[config.mk]
export PLATFORM = sky130hd
export DESIGN_NAME = strand_loader
export DESIGN_NICKNAME = d
export VERILOG_FILES = /design/src/rtl/strand_loader.sv
export SDC_FILE = /design/constraint.sdc
export NUM_CORES = 1
export LEC_CHECK = 0
export CORE_MARGIN = 5
export CORE_UTILIZATION = 43
export CTS_CLUSTER_SIZE = 25
export DETAILED_ROUTE_END_ITERATION = 8
export PLACE_DENSITY = 0.87
export RECOVER_POWER = 50
export SLEW_MARGIN = 20
export SYNTH_ARGS = -nofsm -noshare
export SYNTH_HDL_FRONTEND = slang
export SYNTH_SLANG_ARGS = --single-unit
[constraint.sdc]
create_clock -name clk -period 2.1 [get_ports clk]
set_input_delay 0.42 -clock clk [delete_from_list [all_inputs] [get_ports clk]]
set_output_delay 0.42 -clock clk [all_outputs]
set_load 0.05 [all_outputs]
[src/rtl/strand_loader.sv]
// strand_loader
//
// Fetches one strand of WORDS_PER_STRAND packed 2-bit-per-base words from
// strand memory each time the strand counter raises load_on. It then
// presents the assembled strand to the correlator over valid/ready. After
// each accepted strand it returns a single cor_ready pulse to the counter.
//
// Ports
//   clk           in   sole clock, rising edge
//   rst_n         in   asynchronous active-low reset
//   load_on       in   counter request for another strand (sampled in IDLE only)
//   base_addr     in   word address of strand 0
//   mem_rd_en     out  memory read strobe (1-cycle read latency)
//   mem_addr      out  word address of the current read
//   mem_rd_data   in   data for the read issued in the previous cycle
//   strand_data   out  assembled strand, word k at bits [32k+31:32k]
//   strand_valid  out  strand presented to the correlator
//   strand_ready  in   correlator accepts the strand
//   cor_ready     out  one-cycle pulse after each accepted strand
//   strand_idx    out  number of strands accepted since reset

module strand_loader #(
  parameter int WORDS_PER_STRAND = 4,
  parameter int ADDR_W           = 16
) (
  input  logic                          clk,
  input  logic                          rst_n,
  input  logic                          load_on,
  input  logic [ADDR_W-1:0]             base_addr,
  output logic                          mem_rd_en,
  output logic [ADDR_W-1:0]             mem_addr,
  input  logic [31:0]                   mem_rd_data,
  output logic [32*WORDS_PER_STRAND-1:0] strand_data,
  output logic                          strand_valid,
  input  logic                          strand_ready,
  output logic                          cor_ready,
  output logic [31:0]                   strand_idx
);

  localparam int WC_W = (WORDS_PER_STRAND > 1) ? $clog2(WORDS_PER_STRAND) : 1;
  localparam logic [WC_W-1:0] WC_LAST = WC_W'(WORDS_PER_STRAND - 1);

  typedef enum logic [2:0] {
    ST_IDLE    = 3'd0,
    ST_FETCH   = 3'd1,
    ST_DRAIN   = 3'd2,
    ST_PRESENT = 3'd3,
    ST_SETTLE  = 3'd4
  } state_e;

  state_e                state_q,  state_d;
  logic [WC_W-1:0]       wc_q,     wc_d;
  logic                  rd_en_q,  rd_en_d;
  logic [ADDR_W-1:0]     addr_q,   addr_d;
  logic                  valid_q,  valid_d;
  logic                  cor_q,    cor_d;
  logic [31:0]           idx_q,    idx_d;
  logic                  settle_q, settle_d;

  // Read-return alignment: which slot the word arriving this cycle belongs to.
  logic                  rd_en_dly_q;
  logic [WC_W-1:0]       wc_dly_q;
  logic [WORDS_PER_STRAND-1:0][31:0] strand_q;

  logic [ADDR_W-1:0]     start_addr_s;

  // First word address of the next strand; the sum wraps modulo 2^ADDR_W.
  assign start_addr_s = base_addr + ADDR_W'(idx_q * 32'(WORDS_PER_STRAND));

  // Next-state and next-output decode for the fetch/present sequencer.
  always_comb begin
    state_d  = state_q;
    wc_d     = wc_q;
    rd_en_d  = 1'b0;
    addr_d   = {ADDR_W{1'b0}};
    valid_d  = 1'b0;
    cor_d    = 1'b0;
    idx_d    = idx_q;
    settle_d = settle_q;
    case (state_q)
      ST_IDLE: begin
        if (load_on) begin
          state_d = ST_FETCH;
          wc_d    = {WC_W{1'b0}};
          rd_en_d = 1'b1;
          addr_d  = start_addr_s;
        end else begin
          state_d = ST_IDLE;
        end
      end
      ST_FETCH: begin
        // Outputs are registered, so the read for wc_q+1 is set up here.
        if (wc_q == WC_LAST) begin
          state_d = ST_DRAIN;
        end else begin
          wc_d    = wc_q + WC_W'(1);
          rd_en_d = 1'b1;
          addr_d  = addr_q + ADDR_W'(1);
        end
      end
      ST_DRAIN: begin
        // Last word lands this cycle; presentation starts next cycle.
        state_d = ST_PRESENT;
        valid_d = 1'b1;
      end
      ST_PRESENT: begin
        if (valid_q && strand_ready) begin
          idx_d    = idx_q + 32'd1;
          cor_d    = 1'b1;
          settle_d = 1'b0;
          state_d  = ST_SETTLE;
        end else begin
          valid_d = 1'b1;
        end
      end
      ST_SETTLE: begin
        // Two cycles let the counter's registered load_on catch up, so a
        // stale request cannot start an extra fetch.
        if (settle_q) begin
          state_d = ST_IDLE;
        end else begin
          settle_d = 1'b1;
        end
      end
      default: begin
        state_d = ST_IDLE;
      end
    endcase
  end

  // Sequencer state and registered outputs.
  always_ff @(posedge clk or negedge rst_n) begin
    if (!rst_n) begin
      state_q  <= ST_IDLE;
      wc_q     <= {WC_W{1'b0}};
      rd_en_q  <= 1'b0;
      addr_q   <= {ADDR_W{1'b0}};
      valid_q  <= 1'b0;
      cor_q    <= 1'b0;
      idx_q    <= 32'd0;
      settle_q <= 1'b0;
    end else begin
      state_q  <= state_d;
      wc_q     <= wc_d;
      rd_en_q  <= rd_en_d;
      addr_q   <= addr_d;
      valid_q  <= valid_d;
      cor_q    <= cor_d;
      idx_q    <= idx_d;
      settle_q <= settle_d;
    end
  end

  // Capture each returned word into its slot one cycle after the read.
  always_ff @(posedge clk or negedge rst_n) begin
    if (!rst_n) begin
      rd_en_dly_q <= 1'b0;
      wc_dly_q    <= {WC_W{1'b0}};
      strand_q    <= '0;
    end else begin
      rd_en_dly_q <= rd_en_q;
      wc_dly_q    <= wc_q;
      if (rd_en_dly_q) begin
        strand_q[wc_dly_q] <= mem_rd_data;
      end
    end
  end

  assign mem_rd_en    = rd_en_q;
  assign mem_addr     = addr_q;
  assign strand_data  = strand_q;
  assign strand_valid = valid_q;
  assign cor_ready    = cor_q;
  assign strand_idx   = idx_q;

endmodule
==> metrics, run 1 <==
routed len/inst=18.41 um; diode count=0; Ys Warns=0; Slowest cell on crit path=clkdlybuf4s50_1; Setup Fix Bufs, Post-CTS=0; DR WL met3=1453 um; die area=21590 um^2; multi-input combinational cell area=3291 um^2; Mean Syn Cell Area=13.78 um^2; clk slew on worst S/H paths=0.07 ns; Initial DRC Count=156; TritonCTS Sinks=188; maxcap violations=0; Max Clock Skew=0.008540 ns; Mapped Cells=585; vias in the first global route=6188; worst endpoint required time=2.39 ns; Worst Setup End Kind=flip-flop; Finished Layout Cells=1106; Rel. slew slack=8.826%; Crit Path Max Fanout=3; Fill cells=1436; crit path buf inv count=1; Pleak=5.321 nW; initial antenna violation count=0; CP Data Arrival Time=2.36 ns; Metal-1 WL=8755 um; min-delay worst type=flip-flop to flip-flop; final hold violations=0; Layout Nets=928; Synth Register Bits=188; post-synthesis cell area=8061 um^2; largest net degree at the start of global routing=58; row count=50; worst-path cell chain=clkdlybuf4s50_1, ha_4, fa_1, a211oi_2, o21ai_1, a31oi_1, xor2_1, o22ai_1; GPL Wtd Cong=0.8810; total grt overflow=0; Highest Signal Layer=met4; most frequent cells in the layout=dfrtp_1 (185), clkdlybuf4s50_1 (177), mux2_2 (129), buf_4 (48), xor2_1 (30); Max Buffers Root-to-Sink=2; number of synthesized flops with an enable pin=0; aggregate global-route resource usage=19.11%; Crit Path Class=input port to flip-flop; Fmax=484.4 MHz; Top delay family on crit path=compound AO/OA/AOI/OAI gates; residual DRC count=0; Skew-Pair Late Insertion Delay=0.43 ns; Routed WL=20370 um; syn nets=654; die height=146.9 um; worst vdd ir=0.7631 mV; sequential share of the synthesized area=58.36%; P per Cell Area=1788 nW/um^2; IO Pins=231; most common flop cell mapped by yosys=dfrtp_1; share of cells above drive strength 1=27.87%; Slew Limit Fails=0; placed insts=1073; max incr delay on CP=0.45 ns; # port buffers=230; H-tree Lvls=4; unrepaired setup endpoints after global routing=true; Period minus WS final=2.065 ns; Root Driver=clkbuf_16; library cells used by synthesis=47; period utilization=98.31%; first-pass GRT wire length=33290 um; CP Launch Type=input port; final core utilization=62.01%; CTS tree=done; Num CTS Buffers=17; slew at the pin with the worst max-slew slack=1.368 ns; Horiz. Die Dim=146.9 um; initial cell density of the core=43.39%; post-synthesis async set-or-reset flop share=100.0%; post-DP HPWL=14870 um; Reg area=4708 um^2; vias per inst=5.224; met2 WL post-DR=9927 um; Core ar.=18580 um^2; Final setup viols=0; status=completed; DR vias=5778; TritonRoute pass-1 iters=4; commonest non-fill, non-tap cell in the layout=dfrtp_1; area grow syn2layout=42.91%; antenna viol nets, final=0
## worst paths after layout
path / startpoint / to / slack [ns] / depth (start not counted)
worst max-delay path: base_addr[2] / mem_addr[14] / 0.04 / 8
worst min-delay path: mem_rd_en / rd_en_dly_q / 0.37 / 0
worst max register to register: strand_idx[0] / mem_addr[14] / 0.07 / 7
worst min register to register: mem_rd_en / rd_en_dly_q / 0.37 / 0
max in group asynchronous: rst_n / strand_data[52] / 0.24 / 3
min in group asynchronous: rst_n / strand_data[118] / 0.85 / 2
## worst register-to-register path, stage by stage (launching register included)
cell and delay, ns:
dfrtp_2 0.42, ha_4 0.17, fa_1 0.39, a211oi_2 0.28, o21ai_1 0.17, a31oi_1 0.19
xor2_1 0.18, o22ai_1 0.09
## power breakdown
part / switching [mW] / leakage, nW / internal (mW) / total [mW]
Sequential: 0.913 / 2.29 / 5.13 / 6.05
Combinational: 7.23 / 2.74 / 4.15 / 11.4
Clock: 1.57 / 0.291 / 1.60 / 3.17
## logic make-up after synthesis
group | Yosys count | share of synthesized area [%]
AOI/OAI and AO/OA | 56 | 4.548
xor gates and xnor gates | 56 | 6.177
buffers and inverters | 24 | 1.319
muxes | 129 | 18.02
and+or+nand+nor | 115 | 8.847
adders and majority gates | 17 | 2.732
DFF | 188 | 58.36
## per-layer routing
metal	up-vias	global-route usage [%]
li1	2660	-
met1	2903	24.22
met2	196	32.24
met3	19	5.922
met4	0	4.613
met5	-	0
## cell usage after synthesis (8+ instances only)
master	count	share of area, %
dfrtp_1	188	58
mux2_2	129	18
xor2_1	30	3.3
nand2_1	28	1.3
xnor2_1	25	2.7
nand3_1	18	1.1
ha_1	16	2.5
nor2_1	16	0.75
a21oi_1	12	0.75
o22ai_1	11	0.85
and3_1	9	0.70
clkbuf_1	9	0.42
nand4_1	8	0.62
## registers in the layout (all words and copies together), names as in the netlist
signal / flops
strand_data: 128
strand_idx: 32
mem_addr: 16
state_q: 3
wc_dly_q: 2
wc_q: 2
cor_ready: 1
mem_rd_en: 1
rd_en_dly_q: 1
settle_q: 1
strand_valid: 1
## layout make-up
type                       count  share of cell area [%]
clock buffer                  17                   3.692
clock inverter                15                   1.477
inverter                       6                  0.1955
multi-input combinational    373                   28.56
sequential                   188                   40.87
tap                          234                   2.541
timing repair buffer         273                   22.67
## metrics by stage
step	setup TNS (ns)	hold slack (ns)	power, mW	cell area (um^2)	worst slack (ns)
after global placement	-3.194	0.3730	17.39	10950	-0.4911
after floorplan	0	0.1244	13.49	8083	0.01465
after global routing	-0.05953	0.3867	21.52	11520	-0.03556
final	0	0.3748	20.60	11520	0.03540
after detailed placement	-3.828	0.3651	17.69	10950	-0.5217
after CTS	0	0.3806	20.87	11540	0.0009988
## timing repair
action / in CTS / in global routing
cloned: 0 / 0
setup endpoints to repair: 21 / 20
resized for setup: 21 / 19
hold endpoints to repair: 46 / 0
hold buffers: 1 / 0
(Power assumes the default switching activity.)
==> run 2, diff against run 1 <==
--- a/config.mk
+++ b/config.mk
@@ -11,6 +11,7 @@
 export DETAILED_ROUTE_END_ITERATION = 8
 export PLACE_DENSITY = 0.87
 export RECOVER_POWER = 50
+export SKIP_CTS_REPAIR_TIMING = 1
 export SLEW_MARGIN = 20
 export SYNTH_ARGS = -nofsm -noshare
 export SYNTH_HDL_FRONTEND = slang
==> metrics, run 2 (synthesis results as in run 1) <==
period utilization=98.34% (about the same); status=completed; residual DRC count=0 (unchanged); max FFs per register=128 (unchanged); Core ar.=18580 um^2 (unchanged); Crit Path Class=input port to flip-flop; CP Data Arrival Time=2.36 ns (about the same); worst endpoint required time=2.39 ns (about the same); antenna viol nets, final=0 (unchanged); post-route setup slack=0.03483 ns (-0.0005711 ns); final hold violations=0 (unchanged); commonest non-fill, non-tap cell in the layout=dfrtp_1; Post-DP Area=10950 um^2 (unchanged); H-tree Lvls=4 (unchanged); most frequent cells in the layout=dfrtp_1 (185), clkdlybuf4s50_1 (177), mux2_2 (129), buf_4 (48), dlymetal6s2s_1 (35); IO Pins=231 (unchanged); share of cells above drive strength 1=27.87% (unchanged); DR vias=5808 (+0.52%); area grow syn2layout=43.80%; Final setup viols=0 (unchanged); placed insts=1073 (unchanged); Place WS=-0.5217 ns (unchanged); routed len/inst=18.38 um (-0.18%); CTS tree=done; # port buffers=230 (unchanged); Min Hold Slack=0.3748 ns (-0.00005100 ns); P per Cell Area=1779 nW/um^2 (-0.52%); min-delay worst type=flip-flop to flip-flop; maxcap violations=0 (unchanged); slew at the pin with the worst max-slew slack=1.375 ns (+0.007642 ns); clk slew on worst S/H paths=0.07 ns (about the same); post-DP HPWL=14870 um (unchanged); TritonCTS Sinks=188 (unchanged); initial cell density of the core=43.39% (unchanged); Period minus WS final=2.065 ns (+0.0005711 ns); Num CTS Buffers=17 (unchanged); die height=146.9 um (unchanged); GPL Wtd Cong=0.8810 (unchanged); row count=50 (unchanged); Routed WL=20330 um (-0.18%); Initial DRC Count=150 (-3.8%); largest net degree at the start of global routing=58 (unchanged); Slew Limit Fails=0 (unchanged); vias per inst=5.251 (+0.52%); Root Driver=clkbuf_16; Finished Layout Cells=1106 (unchanged); Horiz. Die Dim=146.9 um (unchanged); worst vdd ir=0.8537 mV (+12%); aggregate global-route resource usage=19.08% (-0.026 points); Max Buffers Root-to-Sink=2 (unchanged); Fmax=484.2 MHz (about the same); post-route cell area=11590 um^2 (+0.62%); diode count=0 (unchanged); Pleak=5.568 nW (+4.7%); first-pass GRT wire length=33240 um (-0.14%); Layout Nets=928 (unchanged); CP Launch Type=input port; vias in the first global route=6182 (-0.097%); Rel. slew slack=8.317% (-0.51 points); initial antenna violation count=0 (unchanged); die area=21590 um^2 (unchanged); Max Clock Skew=0.009862 ns (+0.001322 ns); Worst Setup End Kind=flip-flop; unrepaired setup endpoints after global routing=true; total grt overflow=0 (unchanged); Crit Path Max Fanout=3 (unchanged); Skew-Pair Late Insertion Delay=0.43 ns (about the same); TritonRoute pass-1 iters=4 (unchanged)
## run 2: through the flow
step                      power, mW  setup TNS (ns)  utilization, %
after floorplan               13.49               0               -
after detailed placement      17.69          -3.828           58.95
final                         20.62               0           62.39
after global routing          21.54        -0.05965           62.39
after CTS                     20.89          -1.131           62.15
after global placement        17.39          -3.194           58.95
## run 2: final cells by class
type	instances	area, um^2
clock inverter	15	170.2
inverter	6	22.52
tap	234	292.8
clock buffer	17	425.4
multi-input combinational	373	3291
fill	1415	6988
timing repair buffer	273	2683
sequential	188	4708
## run 2: worst paths after layout
kind                               start               end  slack (ns)  cells after the start
min in group asynchronous          rst_n  strand_data[118]        0.86                      2
max reg2reg                strand_idx[0]      mem_addr[14]        0.07                      7
min reg2reg                    mem_rd_en       rd_en_dly_q        0.37                      0
max in group asynchronous          rst_n   strand_data[52]        0.23                      3
max                         base_addr[2]      mem_addr[14]        0.03                      8
min                            mem_rd_en       rd_en_dly_q        0.37                      0
## run 2: report_power, final
part	switching (mW)	internal, mW	leakage [nW]
Sequential	0.914	5.13	2.29
Clock	1.57	1.60	0.291
Combinational	7.23	4.17	2.98
Total	9.71	10.9	5.57
## run 2: critical path, stage by stage
cell and delay, ns:
clkdlybuf4s50_1 0.45, ha_4 0.19, fa_1 0.39, a211oi_2 0.28, o21ai_1 0.17, a31oi_1 0.19
xor2_1 0.18, o22ai_1 0.09
## run 2: per-layer routing
| layer | wire length (um) | vias up | GRT usage [%] |
|---|---|---|---|
| met2 | 9920 | 200 | 32.20 |
| met4 | 250 | 0 | 4.613 |
| li1 | - | 2664 | - |
| met3 | 1463 | 21 | 5.922 |
| met1 | 8695 | 2923 | 24.18 |
| met5 | 0 | - | 0 |
==> run 3, diff against run 2 <==
--- a/config.mk
+++ b/config.mk
@@ -16,3 +16,4 @@
 export SYNTH_ARGS = -nofsm -noshare
 export SYNTH_HDL_FRONTEND = slang
 export SYNTH_SLANG_ARGS = --single-unit
+export TNS_END_PERCENT = 5
==> metrics, run 3 (synthesis results as in run 1) <==
status=completed; Final setup viols=0 (unchanged); met1 Use GR=24.88% (+0.70 points); Root Driver=clkbuf_16; Slowest cell on crit path=clkdlybuf4s50_1; Crit path depth=1 (-7); clk slew on worst S/H paths=0.07 ns (about the same); Finished Layout Cells=1112 (+0.54%); Slew Limit Fails=0 (unchanged); TritonRoute pass-1 iters=4 (unchanged); TritonCTS Sinks=188 (unchanged); final hold violations=0 (unchanged); residual DRC count=0 (unchanged); clock power share=15.8% (+0.4 points); GR Layer Usage met2=33.74% (+1.5 points); area grow syn2layout=44.30%; post-DP HPWL=16060 um (+8.1%); maxcap violations=0 (unchanged); P per Cell Area=1799 nW/um^2 (+1.1%); switching power=9.827 mW (+1.2%); die height=146.9 um (unchanged); worst vdd ir=0.6500 mV (-24%); Post-Route Setup TNS=0 ns (unchanged); die area=21590 um^2 (unchanged); largest net degree at the start of global routing=56 (-3.4%); capturing point of the worst reg2reg path=mem_addr[11]; CTS tree=done; CP Data Arrival Time=1.64 ns (-0.72 ns); period utilization=97.99% (-0.35 points); # port buffers=230 (unchanged); first-pass GRT wire length=34730 um (+4.5%); post-route setup slack=0.04212 ns (+0.007295 ns); initial cell density of the core=43.39% (unchanged); worst-path cell chain=clkdlybuf4s50_1; Pleak=5.573 nW (about the same); max FFs per register=128 (unchanged); Worst Setup End Kind=output pin; diode count=0 (unchanged); FF-to-FF setup slack=0.12 ns (+0.05 ns); max incr delay on CP=0.85 ns (+0.40 ns); slew at the pin with the worst max-slew slack=1.013 ns (-0.3626 ns); final core utilization=62.61% (+0.22 points); H-tree Lvls=4 (unchanged); Max Clock Skew=0.01632 ns (+0.006458 ns); Horiz. Die Dim=146.9 um (unchanged); Skew-Pair Late Insertion Delay=0.42 ns (about the same); Min Hold Slack=0.3831 ns (+0.008342 ns); routed len/inst=19.30 um (+5.0%); Initial DRC Count=184 (+23%); total grt overflow=0 (unchanged); Period minus WS final=2.058 ns (-0.007295 ns); Crit Path Max Fanout=2 (-1); GR Util met3=6.138% (+0.22 points); DR vias=5878 (+1.2%); vias in the first global route=6306 (+2.0%); launch point of the worst path=strand_data[21]; Num CTS Buffers=17 (unchanged); layer with the highest usage=met2; worst endpoint required time=1.68 ns (-0.71 ns); initial antenna violation count=0 (unchanged); placed insts=1079 (+0.56%); GPL Wtd Cong=0.8315 (-5.6%); commonest non-fill, non-tap cell in the layout=dfrtp_1; Fmax=485.9 MHz (+0.35%); IO Pins=231 (unchanged); most frequent cells in the layout=dfrtp_1 (186), clkdlybuf4s50_1 (176), mux2_2 (128), buf_4 (60), dlymetal6s2s_1 (31); Layout Nets=934 (+0.65%); aggregate global-route resource usage=19.96% (+0.88 points); Place WS=-0.5894 ns (-0.06776 ns); Reg power frac=29.2% (about the same); worst setup path end=strand_data[21]; Rel. slew slack=32.49% (+24 points); Net Sw Frac=46.97% (-0.11 points); vias per inst=5.286 (+0.66%); Internal=11.09 mW (+1.7%); crit path buf inv count=1 (unchanged); row count=50 (unchanged); antenna viol nets, final=0 (unchanged); share of cells above drive strength 1=29.16% (+1.3 points); Routed WL=21460 um (+5.6%); Top delay family on crit path=buffers and inverters; cell count of the worst reg-to-reg path=6 (-1); r2r startpoint=strand_idx[6]; Core ar.=18580 um^2 (unchanged); Max Buffers Root-to-Sink=2 (unchanged); Fill cells=1368 (-3.3%); CP Launch Type=flip-flop; min-delay worst type=flip-flop to flip-flop; Crit Path Class=flip-flop to output pin; Comb pwr share=55.0% (-0.3 points)
==> run 3: power groups by stage <==
stage          registers [mW]  clock network, mW  logic [mW]
2_1_floorplan            11.0                  0        2.49
3_3_place_gp             6.06                  0        11.4
3_5_place_dp             6.20                  0        11.6
4_1_cts                  6.12               3.40        11.6
5_1_grt                  6.30               3.53        12.0
6_report                 6.11               3.31        11.5
==> run 3: worst min path at each step <==
stage	to	from	cells past startpoint
2_1_floorplan	cor_ready	rst_n	0
6_report	rd_en_dly_q	mem_rd_en	0
3_5_place_dp	strand_data[9]	rst_n	1
4_1_cts	strand_data[32]	rst_n	1
3_3_place_gp	strand_data[112]	rst_n	1
5_1_grt	rd_en_dly_q	mem_rd_en	0
==> run 3: area by class of cell <==
cell class / instances / area [um^2] / area share (%)
clock buffers: 17 / 425.4 / 3.657
clock inverters: 15 / 197.7 / 1.699
inverters: 6 / 22.52 / 0.1936
multi-input cells: 373 / 3287 / 28.26
flip-flops and latches: 188 / 4707 / 40.46
well taps: 234 / 292.8 / 2.517
repair buffers: 279 / 2700 / 23.21
==> run 3: through the flow <==
step / cell area [um^2] / power [mW]
global placement: 10980 / 17.43
floorplan: 8082 / 13.48
detailed placement: 10980 / 17.80
CTS: 11610 / 21.16
global route: 11630 / 21.81
finish: 11630 / 20.92
==> run 3: metal layers <==
layer / wire, um / up-vias
met5: 0 / -
met4: 374 / 0
met3: 1696 / 33
met2: 10670 / 231
met1: 8719 / 2937
li1: - / 2677
